[config.mk]
export PLATFORM = sky130hd
export DESIGN_NAME = uart_rx
export DESIGN_NICKNAME = d
export VERILOG_FILES = /design/src/rtl/uart_pkg.sv /design/src/rtl/uart_rx_bit_timer.sv /design/src/rtl/uart_rx.sv
export SDC_FILE = /design/constraint.sdc
export NUM_CORES = 1
export LEC_CHECK = 0
export ABC_AREA = 1
export BUFFER_PORTS_ARGS = -buffer_cell sky130_fd_sc_hd__buf_2
export CAP_MARGIN = 10
export CORE_AREA = 2 2 108 110
export DETAILED_ROUTE_END_ITERATION = 8
export DIE_AREA = 0 0 110 112
export GPL_TIMING_DRIVEN = 1
export SYNTH_ARGS = -nofsm -noshare
export SYNTH_HDL_FRONTEND = slang
export SYNTH_SLANG_ARGS = --single-unit
[constraint.sdc]
create_clock -name clk -period 4.38 [get_ports clk]
set_clock_uncertainty 0.15 [all_clocks]
set_input_delay 0.219 -clock clk [delete_from_list [all_inputs] [get_ports clk]]
set_output_delay 0.219 -clock clk [all_outputs]
set_load 0.005 [all_outputs]
[src/rtl/uart_pkg.sv]
// Definitions shared by the UART receiver and transmitter: bit-time table,
// receiver state encoding and frame-length helper.
package uart_pkg;

  localparam int BT_W = 19;

  typedef enum logic [2:0] {
    IDLE,
    START,
    DATA,
    STOP,
    DONE
  } rx_state_t;

  function automatic logic [BT_W-1:0] bit_time(input logic [3:0] baud);
    case (baud)
      4'd0:    bit_time = 19'd333333;
      4'd1:    bit_time = 19'd83333;
      4'd2:    bit_time = 19'd41667;
      4'd3:    bit_time = 19'd20833;
      4'd4:    bit_time = 19'd10417;
      4'd5:    bit_time = 19'd5208;
      4'd6:    bit_time = 19'd2604;
      4'd7:    bit_time = 19'd1736;
      4'd8:    bit_time = 19'd868;
      4'd9:    bit_time = 19'd434;
      4'd10:   bit_time = 19'd217;
      4'd11:   bit_time = 19'd109;
      default: bit_time = 19'd868;
    endcase
  endfunction

  // Total bits on the wire, start and stop included (9..11).
  function automatic logic [3:0] frame_bits(input logic eight, input logic parity_en);
    frame_bits = 4'd9 + {3'd0, eight} + {3'd0, parity_en};
  endfunction

endpackage

[src/rtl/uart_rx_bit_timer.sv]
// Loadable down-counter producing a one-cycle tick after a half or full bit
// time, then reloading a full bit time for every following tick.
module uart_rx_bit_timer
  import uart_pkg::*;
(
  input  logic            clk,
  input  logic            reset,
  input  logic            start,
  input  logic            half,
  input  logic [BT_W-1:0] bt,
  output logic            tick
);

  logic [BT_W-1:0] count;
  logic            running;

  always_ff @(posedge clk) begin
    if (reset) begin
      count   <= '0;
      running <= 1'b0;
    end else if (start) begin
      count   <= (half ? (bt >> 1) : bt) - BT_W'(1);
      running <= 1'b1;
    end else if (tick) begin
      count <= bt - BT_W'(1);
    end else if (running) begin
      count <= count - BT_W'(1);
    end
  end

  assign tick = running && (count == '0);

endmodule

[src/rtl/uart_rx.sv]
// UART receiver: synchronizes rx, recovers start/data/parity/stop frames and
// holds each byte with error flags until the host reads it.
module uart_rx
  import uart_pkg::*;
#(
  parameter int SYNC_STAGES = 2
) (
  input  logic       clk,
  input  logic       reset,
  input  logic [3:0] baud,
  input  logic       eight,
  input  logic       parity_en,
  input  logic       odd_n_even,
  input  logic       rx,
  input  logic       read,
  output logic       rxrdy,
  output logic [7:0] rx_data,
  output logic       perr,
  output logic       ferr,
  output logic       ovf
);

  rx_state_t       state, state_nxt;
  logic [SYNC_STAGES-1:0] sync;
  logic            rxs;
  logic            tick, tmr_start, tmr_half;
  logic [BT_W-1:0] bt_cfg, bt_sel;
  logic            eight_cfg, pen_cfg, odd_cfg;
  logic [3:0]      payload_bits, bit_idx;
  logic [8:0]      shreg, aligned;
  logic            stop_sample;

  // Synchronizer presets to the idle level so reset never looks like a start bit.
  always_ff @(posedge clk) begin
    if (reset) sync <= '1;
    else       sync <= {sync[SYNC_STAGES-2:0], rx};
  end

  assign rxs = sync[SYNC_STAGES-1];

  // The timer is loaded in the same cycle the config is captured, so it takes
  // the live baud selection while idle.
  assign bt_sel = (state == IDLE) ? bit_time(baud) : bt_cfg;

  uart_rx_bit_timer u_timer (
    .clk  (clk),
    .reset(reset),
    .start(tmr_start),
    .half (tmr_half),
    .bt   (bt_sel),
    .tick (tick)
  );

  always_ff @(posedge clk) begin
    if (reset) state <= IDLE;
    else       state <= state_nxt;
  end

  always_comb begin
    state_nxt = state;
    tmr_start = 1'b0;
    tmr_half  = 1'b0;
    unique case (state)
      IDLE: if (!rxs) begin
        state_nxt = START;
        tmr_start = 1'b1;
        tmr_half  = 1'b1;
      end
      START: if (tick) begin
        if (rxs) begin
          state_nxt = IDLE;
        end else begin
          state_nxt = DATA;
          tmr_start = 1'b1;
        end
      end
      DATA: if (tick && (bit_idx == payload_bits - 4'd1)) state_nxt = STOP;
      STOP: if (tick) state_nxt = DONE;
      DONE: state_nxt = IDLE;
      default: state_nxt = IDLE;
    endcase
  end

  always_ff @(posedge clk) begin
    if (reset) begin
      bt_cfg       <= '0;
      eight_cfg    <= 1'b0;
      pen_cfg      <= 1'b0;
      odd_cfg      <= 1'b0;
      payload_bits <= '0;
      bit_idx      <= '0;
      shreg        <= '0;
      stop_sample  <= 1'b0;
    end else begin
      if (state == IDLE && !rxs) begin
        bt_cfg       <= bit_time(baud);
        eight_cfg    <= eight;
        pen_cfg      <= parity_en;
        odd_cfg      <= odd_n_even;
        payload_bits <= frame_bits(eight, parity_en) - 4'd2;
      end
      if (state == START && tick) begin
        shreg   <= '0;
        bit_idx <= '0;
      end
      if (state == DATA && tick) begin
        shreg   <= {rxs, shreg[8:1]};
        bit_idx <= bit_idx + 4'd1;
      end
      if (state == STOP && tick) stop_sample <= rxs;
    end
  end

  // Data and parity bits entered from the top; shift them down to bit 0.
  assign aligned = shreg >> (4'd9 - payload_bits);

  always_ff @(posedge clk) begin
    if (reset) begin
      rxrdy   <= 1'b0;
      rx_data <= '0;
      perr    <= 1'b0;
      ferr    <= 1'b0;
      ovf     <= 1'b0;
    end else if (state == DONE) begin
      rx_data <= {eight_cfg & aligned[7], aligned[6:0]};
      perr    <= pen_cfg & ((^aligned) ^ odd_cfg);
      ferr    <= ~stop_sample;
      ovf     <= rxrdy & ~read;
      rxrdy   <= 1'b1;
    end else if (read && rxrdy) begin
      rxrdy <= 1'b0;
      perr  <= 1'b0;
      ferr  <= 1'b0;
      ovf   <= 1'b0;
    end
  end

endmodule

## Yosys cells after proc, flatten, opt, wreduce, memory -nomap -nowiden

Memory sizes are Yosys's and may differ from the RTL's. A register that Yosys moved wholly into a read port is not among the register bits.
Cells that the tools add are included.

| cells by class | value |
|---|---|
| add/sub/neg operators | 9 |
| multipliers | 0 |
| divide/modulo/power cells | 0 |
| order comparisons | 0 |
| equal/unequal tests | 9 |
| shift-type cells | 1 |
| muxes and demuxes | 24 |
| bitwise gates (word level) | 6 |
| reductions and logical operators | 15 |

Operator list:

| operator | count |
|---|---|
| 2-to-1 mux 19 bit | 5 |
| subtractor 19 x 1 -> 19 bit (second input constant) | 3 |
| zero test 19 bit | 1 |
| 2-to-1 mux 9 bit | 2 |
| 2-to-1 mux 3 bit | 4 |
| one-hot mux 3 bit (4 select lines) | 1 |
| parity 9 bit | 1 |
| >> shifter 9 x 4 -> 9 bit | 1 |
| 2-to-1 mux 1 bit | 8 |
| 2-to-1 mux 4 bit | 2 |
| inequality test 2 bit (second input constant) | 4 |
| logical AND 1 bit | 7 |
| equality test 3 x 2 -> 1 bit (second input constant) | 2 |
| adder 4 x 1 -> 4 bit | 1 |
| adder 4 x 1 -> 4 bit (first input constant) | 1 |
| adder 4 x 1 -> 4 bit (second input constant) | 1 |
| equality test 4 bit | 1 |
| AND reduction 4 bit | 1 |
| nonzero test 2 bit | 2 |
| subtractor 4 x 1 -> 4 bit (second input constant) | 1 |
| subtractor 4 x 2 -> 4 bit (second input constant) | 1 |
| subtractor 4 bit (first input constant) | 1 |
| AND 1 bit | 3 |
| equality test 3 x 1 -> 1 bit (second input constant) | 1 |
| other kinds (8) | 9 |

| storage, ports and cells | value |
|---|---|
| register bits after elaboration | 77 |
| latch bits | 0 |
| memory bits (writable) | 0 |
| memory bits (read-only) | 576 |
| bits of input ports | 11 |
| output and inout bits | 12 |
| logic and storage cells | 83 |
| memories kept | 2 |

Memory list:

| memory | depth | bits a word | read ports | clocked after memory_dff | wr ports | line | source |
|---|---|---|---|---|---|---|---|
| (no name shown) | 16 | 18 | 1 | 1 | 0 | uart_pkg.sv:16 | `case (baud)` |
| (no name shown) | 16 | 18 | 1 | 0 | 0 | uart_pkg.sv:16 |  |

## Longest topological paths before layout

| depth | value |
|---|---|
| depth after elaboration | 6 |
| depth in mapped cells | 22 |
| mapped depth without buffers | 21 |

## Cells and area by module

From an unflattened synthesis, not the netlist that was laid out.

| unflattened totals | value |
|---|---|
| cell total of the unflattened synthesis | 817 |
| area, all modules | 5138.7 um^2 |

By module, submodules not included:

| module | instances | cells each | area an instance (um^2) | sequential area each (um^2) |
|---|---|---|---|---|
| uart_rx | 1 | 451 | 2960.3 | 1101.1 |
| uart_rx_bit_timer | 1 | 366 | 2178.3 | 400.4 |

## Worst setup path after synthesis

OpenSTA, ideal clock, no wires.

| timing path | value |
|---|---|
| kind | register to register |
| from | register state[2] |
| to | register u_timer.count[18] |
| setup time | 0.109 ns |
| data arrival time | 2.247 ns |
| data required time | 4.121 ns |
| path slack | 1.874 ns |
| cell stages (with the launch flop) | 20 |
| buffers on the path | 2 |
| clock period less this slack | 2.506 ns |
| cells stage by stage | dfxtp_1 > nor2_4 > nand2_4 > nor2_8 > inv_2 > buf_6 > buf_2 > nand2_1 > nand3_1 > nand2_1 > ha_1 > nand3_1 > nor2_2 > nand2_2 > nor2_2 > nand2_1 > nand2_1 > nand3_1 > nand2_1 > inv_1 |

| between the ends | value |
|---|---|
| word-level cells in the longest chain between the ends | 5 |
| elaborated cells between the ends (all ways) | 11 |
| those cells by class | 2 x add/sub; 1 x eq/ne; 6 x mux; 2 x reduce/logical |

RTL lines:

| item | line | source |
|---|---|---|
| start: declaration | uart_rx.sv:23 | `rx_state_t state, state_nxt;` |
| start signal: assignment | uart_rx.sv:56 | `else state <= state_nxt;` |
| zero test 3 bit | uart_rx.sv:43, uart_rx.sv:63 |  |
| 2-to-1 mux 19 bit / 2-to-1 mux 1 bit (equally long branches) | uart_rx.sv:43, uart_rx.sv:63 |  |
| subtractor 19 x 1 -> 19 bit / 2-to-1 mux 19 bit (equally long branches) | uart_rx_bit_timer.sv:25, uart_rx_bit_timer.sv:22 |  |
| 2-to-1 mux 19 bit / subtractor 19 x 1 -> 19 bit (equally long branches) | uart_rx_bit_timer.sv:24, uart_rx_bit_timer.sv:22 |  |
| 2-to-1 mux 19 bit | uart_rx_bit_timer.sv:21 | `end else if (start) begin` |
| end signal: assignment | uart_rx_bit_timer.sv:22 | `count <= (half ? (bt >> 1) : bt) - BT_W'(1);` |
| end signal: assignment | uart_rx_bit_timer.sv:25 | `count <= bt - BT_W'(1);` |
| end signal: assignment | uart_rx_bit_timer.sv:27 | `count <= count - BT_W'(1);` |
| end: declaration | uart_rx_bit_timer.sv:14 | `logic [BT_W-1:0] count;` |

Several ways; a longest one is shown, not always the timed one.
A chain may end at the register's enable or synchronous reset.

## Worst setup path after layout

| timing path | value |
|---|---|
| from | register state[0] |
| to | register u_timer.count[18] |

Same word-level chain as after synthesis.

==> qor.csv <==
stage,metric,value,unit
detailed_routing,via_per_inst,5.174,
cells_and_area,drive_above_1_share,0.09599,
setup_path,start_kind,register,
setup_path,critPathCaptureType,register,
logic_synthesis,syn_area,0.004913,mm^2
global_route,use_met3,0.03747,
cells_and_area,antenna_cells,0,
logic_synthesis,ys_ff_latch,75,
timing,final-hold-violation-count,0,
logic_synthesis,synth_ff_type,dfxtp_1,
logic_synthesis,synth-edff-count,0,
die,die_y,112,um
setup_path,r2r-end,u_timer.count[18],
setup_path,cp.arrival,3320,ps
die,ioPinCount,23,
min_path,hold-path-endpoint,bt_cfg[16],
detailed_routing,wl_per_cell,14.52,um
timing,relSlewSlack,0.3230,
detailed_routing,routed_wl,14.03,mm
timing,clock.fmax,310.3,MHz
timing,fin_ws,1157,ps
detailed_routing,drc,0,
global_route,use_met1,0.3629,
place,pre_cts_slack,1187,ps
setup_path,r2r_slack,1160,ps
place,place_congestion,0.9618,
power_and_ir_drop,powerDensity,510.8,mW/mm^2
global_route,gr-usage-met2,0.3378,
clock_tree,post_cts_buffers,0,
min_path,whs_path_depth,4,
global_route,antenna_found_initial,0,
clock_tree,cts_tree,yes,
logic_synthesis,syn-num-nets,829,
timing,tightestPinTransition,1012,ps
timing,setup_viol,0,
setup_path,cp.required,4480,ps
logic_synthesis,async_flop_share,0,
clock_tree,cts.sink_count,75,
power_and_ir_drop,leakage,2.669,nW
logic_synthesis,synth.distinct_cells,38,
power_and_ir_drop,ir_drop,0.2590,mV
clock_tree,cts-root-buf,clkbuf_16,
place,place_hpwl,10.48,mm
cells_and_area,final_area,0.005413,mm^2
clock_tree,h-tree-depth,3,
setup_path,reg2reg_from,state[0],
global_route,overflow,0,
clock_tree,clockBufferDepth,2,
clock_tree,cts_resized,0,
place,portBuffers,22,
die,rows,39,
detailed_routing,drt_pass1_iterations,5,
setup_path,path_delay_family,simple AND/OR/NAND/NOR gates,
min_path,hp-class,input pin to register,
setup_path,max_stage_delay,410,ps
detailed_routing,ant_nets,0,
setup_path,critical_path_class,register to register,
global_route,grt.busiest_layer,met1,
run,cap_viol_max_count,0,
min_path,min_from,baud[3],
detailed_routing,vias,4998,
setup_path,path_cells,nor2_4 -> nand2_4 -> nor2_8 -> inv_2 -> nand2_4 -> inv_2 -> nand2_1 -> nand2_1 -> ha_1 -> nand3_1 -> nor2_2 -> nand2_2 -> nor2_2 -> nand2_1 -> nand2_1 -> nand3_1 -> nand2_1 -> inv_1,
setup_path,crit_fanout,28,
global_route,grt_max_degree,48,
timing,fin_crit,3223,ps
timing,slew_viol_final,0,
cells_and_area,fillers,1206,
setup_path,crit_slowest_cell,dfxtp_1,
clock_tree,ctsHoldBuffers,5,
run_status,status,completed,
detailed_routing,drt-initial-drc-count,321,
setup_path,reg2reg_depth,18,
timing,tns,0,ps
clock_tree,cts_buffers,9,
timing,fin_crit_sh,0.7357,
logic_synthesis,syn_inst,808,
die,fp.dieW,110,um
timing,hold_ws,207.7,ps
die,core,0.01117,mm^2
die,start_util,0.4397,
cells_and_area,fin_util,0.4844,
global_route,grt_usage,0.2397,
place,placed_area,0.005052,mm^2
cells_and_area,final_nets,839,
clock_tree,clkLatencyLatePin,350,ps
global_route,grt_pass1_wl,22.87,mm
logic_synthesis,ys_seq_area_frac,0.3056,
cells_and_area,syn_to_final_growth,10.16,%
setup_path,path_common_cell,nand2_1,
logic_synthesis,ys_warn_count,0,
clock_tree,clk_pin_slew,60,ps
die,fp.dieArea,0.01232,mm^2
setup_path,path_buf_inv,3,
logic_synthesis,syn_area_per_cell,6.081,um^2
global_route,grt_pass1_vias,4556,
timing,rsz0062_at_grt,false,
-- logic make-up (layout without fill, tap and decap cells) --
family | after synthesis | in the layout | synth area share
simple gates | 468 | 468 | 0.4064
buf+inv | 122 | 137 | 0.1047
compound gates | 117 | 117 | 0.1294
flops | 75 | 75 | 0.3056
xor+xnor | 16 | 16 | 0.02852
fa+ha+maj | 10 | 10 | 0.02546
-- worst register-to-register path, cell delays in order (launching register included) --
cell and delay [ps]:
dfxtp_1 410, nor2_4 60, nand2_4 230, nor2_8 120
inv_2 280, nand2_4 230, inv_2 250, nand2_1 90
nand2_1 180, ha_1 210, nand3_1 140, nor2_2 220
nand2_2 130, nor2_2 150, nand2_1 70, nand2_1 60
nand3_1 60, nand2_1 70, inv_1 30
-- cell usage after synthesis (all sizes together) (6+ instances only) --
cell type	count	area (um^2)
nand2	308	1189
inv	88	330.3
nor2	78	369.1
dfxtp	75	1501
nand3	59	300.3
a21oi	52	264.0
o21ai	48	244.0
buf	20	131.4
clkbuf	11	41.29
ha	10	125.1
nand4	10	62.56
xnor2	9	78.83
xor2	7	61.31
nor3	6	30.03
-- cell type report --
cell class	count	area (um^2)	share of cell area
clock buffer	12	236.5	0.04369
clock inverter	4	73.82	0.01364
inverter	91	341.6	0.06311
multi-input combinational	611	2898	0.5354
sequential	75	1501	0.2774
tap	143	178.9	0.03306
timing repair buffer	30	182.7	0.03375
-- registers in the layout, summed over array words and instances, names as in the netlist --
register	flops
bit_idx	4
bt_cfg	18
eight_cfg	1
ferr	1
odd_cfg	1
ovf	1
payload_bits	3
pen_cfg	1
perr	1
rx_data	8
rxrdy	1
shreg	9
state	3
stop_sample	1
sync	2
u_timer.count	19
u_timer.running	1
-- routing by layer --
layer | wire, um | part of all wire
met1 | 7200 | 0.51
met2 | 5807 | 0.41
met4 | 223 | 0.016
met5 | 0 | 0
met3 | 800 | 0.057
-- layout by cell type, fill, tap and decap left out, types with 18 or more instances in the layout --
cell type  count
nor2_1        57
nand2_1      299
dfxtp_1       75
buf_2         22
o21ai_0       45
a21oi_1       51
nand3_1       58
inv_1         83
nor2_2        18
-- worst max-delay path by stage --
| stage | from | cells after the start | slack (ps) | endpoint |
|---|---|---|---|---|
| after floorplan | state[2] | 19 | 1870 | u_timer.count[18] |
| after global placement | state[2] | 19 | 1220 | u_timer.count[18] |
| after detailed placement | state[2] | 19 | 1190 | u_timer.count[18] |
| after CTS | state[2] | 19 | 1170 | u_timer.count[18] |
| after global routing | state[2] | 18 | 790 | u_timer.count[18] |
| final | state[0] | 18 | 1160 | u_timer.count[18] |
-- report_power, final --
| group | switching, W | internal, W | leakage [nW] |
|---|---|---|---|
| sequential | 0.0000542 | 0.000744 | 0.609 |
| clock | 0.000292 | 0.000500 | 0.151 |
| combinational | 0.000830 | 0.000345 | 1.91 |
-- stage by stage --
stage / instances / power (W)
6_report: 966 / 0.002765
5_1_grt: 966 / 0.002964
4_1_cts: 966 / 0.002766
3_5_place_dp: 945 / 0.001964
3_3_place_gp: 945 / 0.001962
2_1_floorplan: 808 / 0.001719
Power figures use the tool's default switching activity.
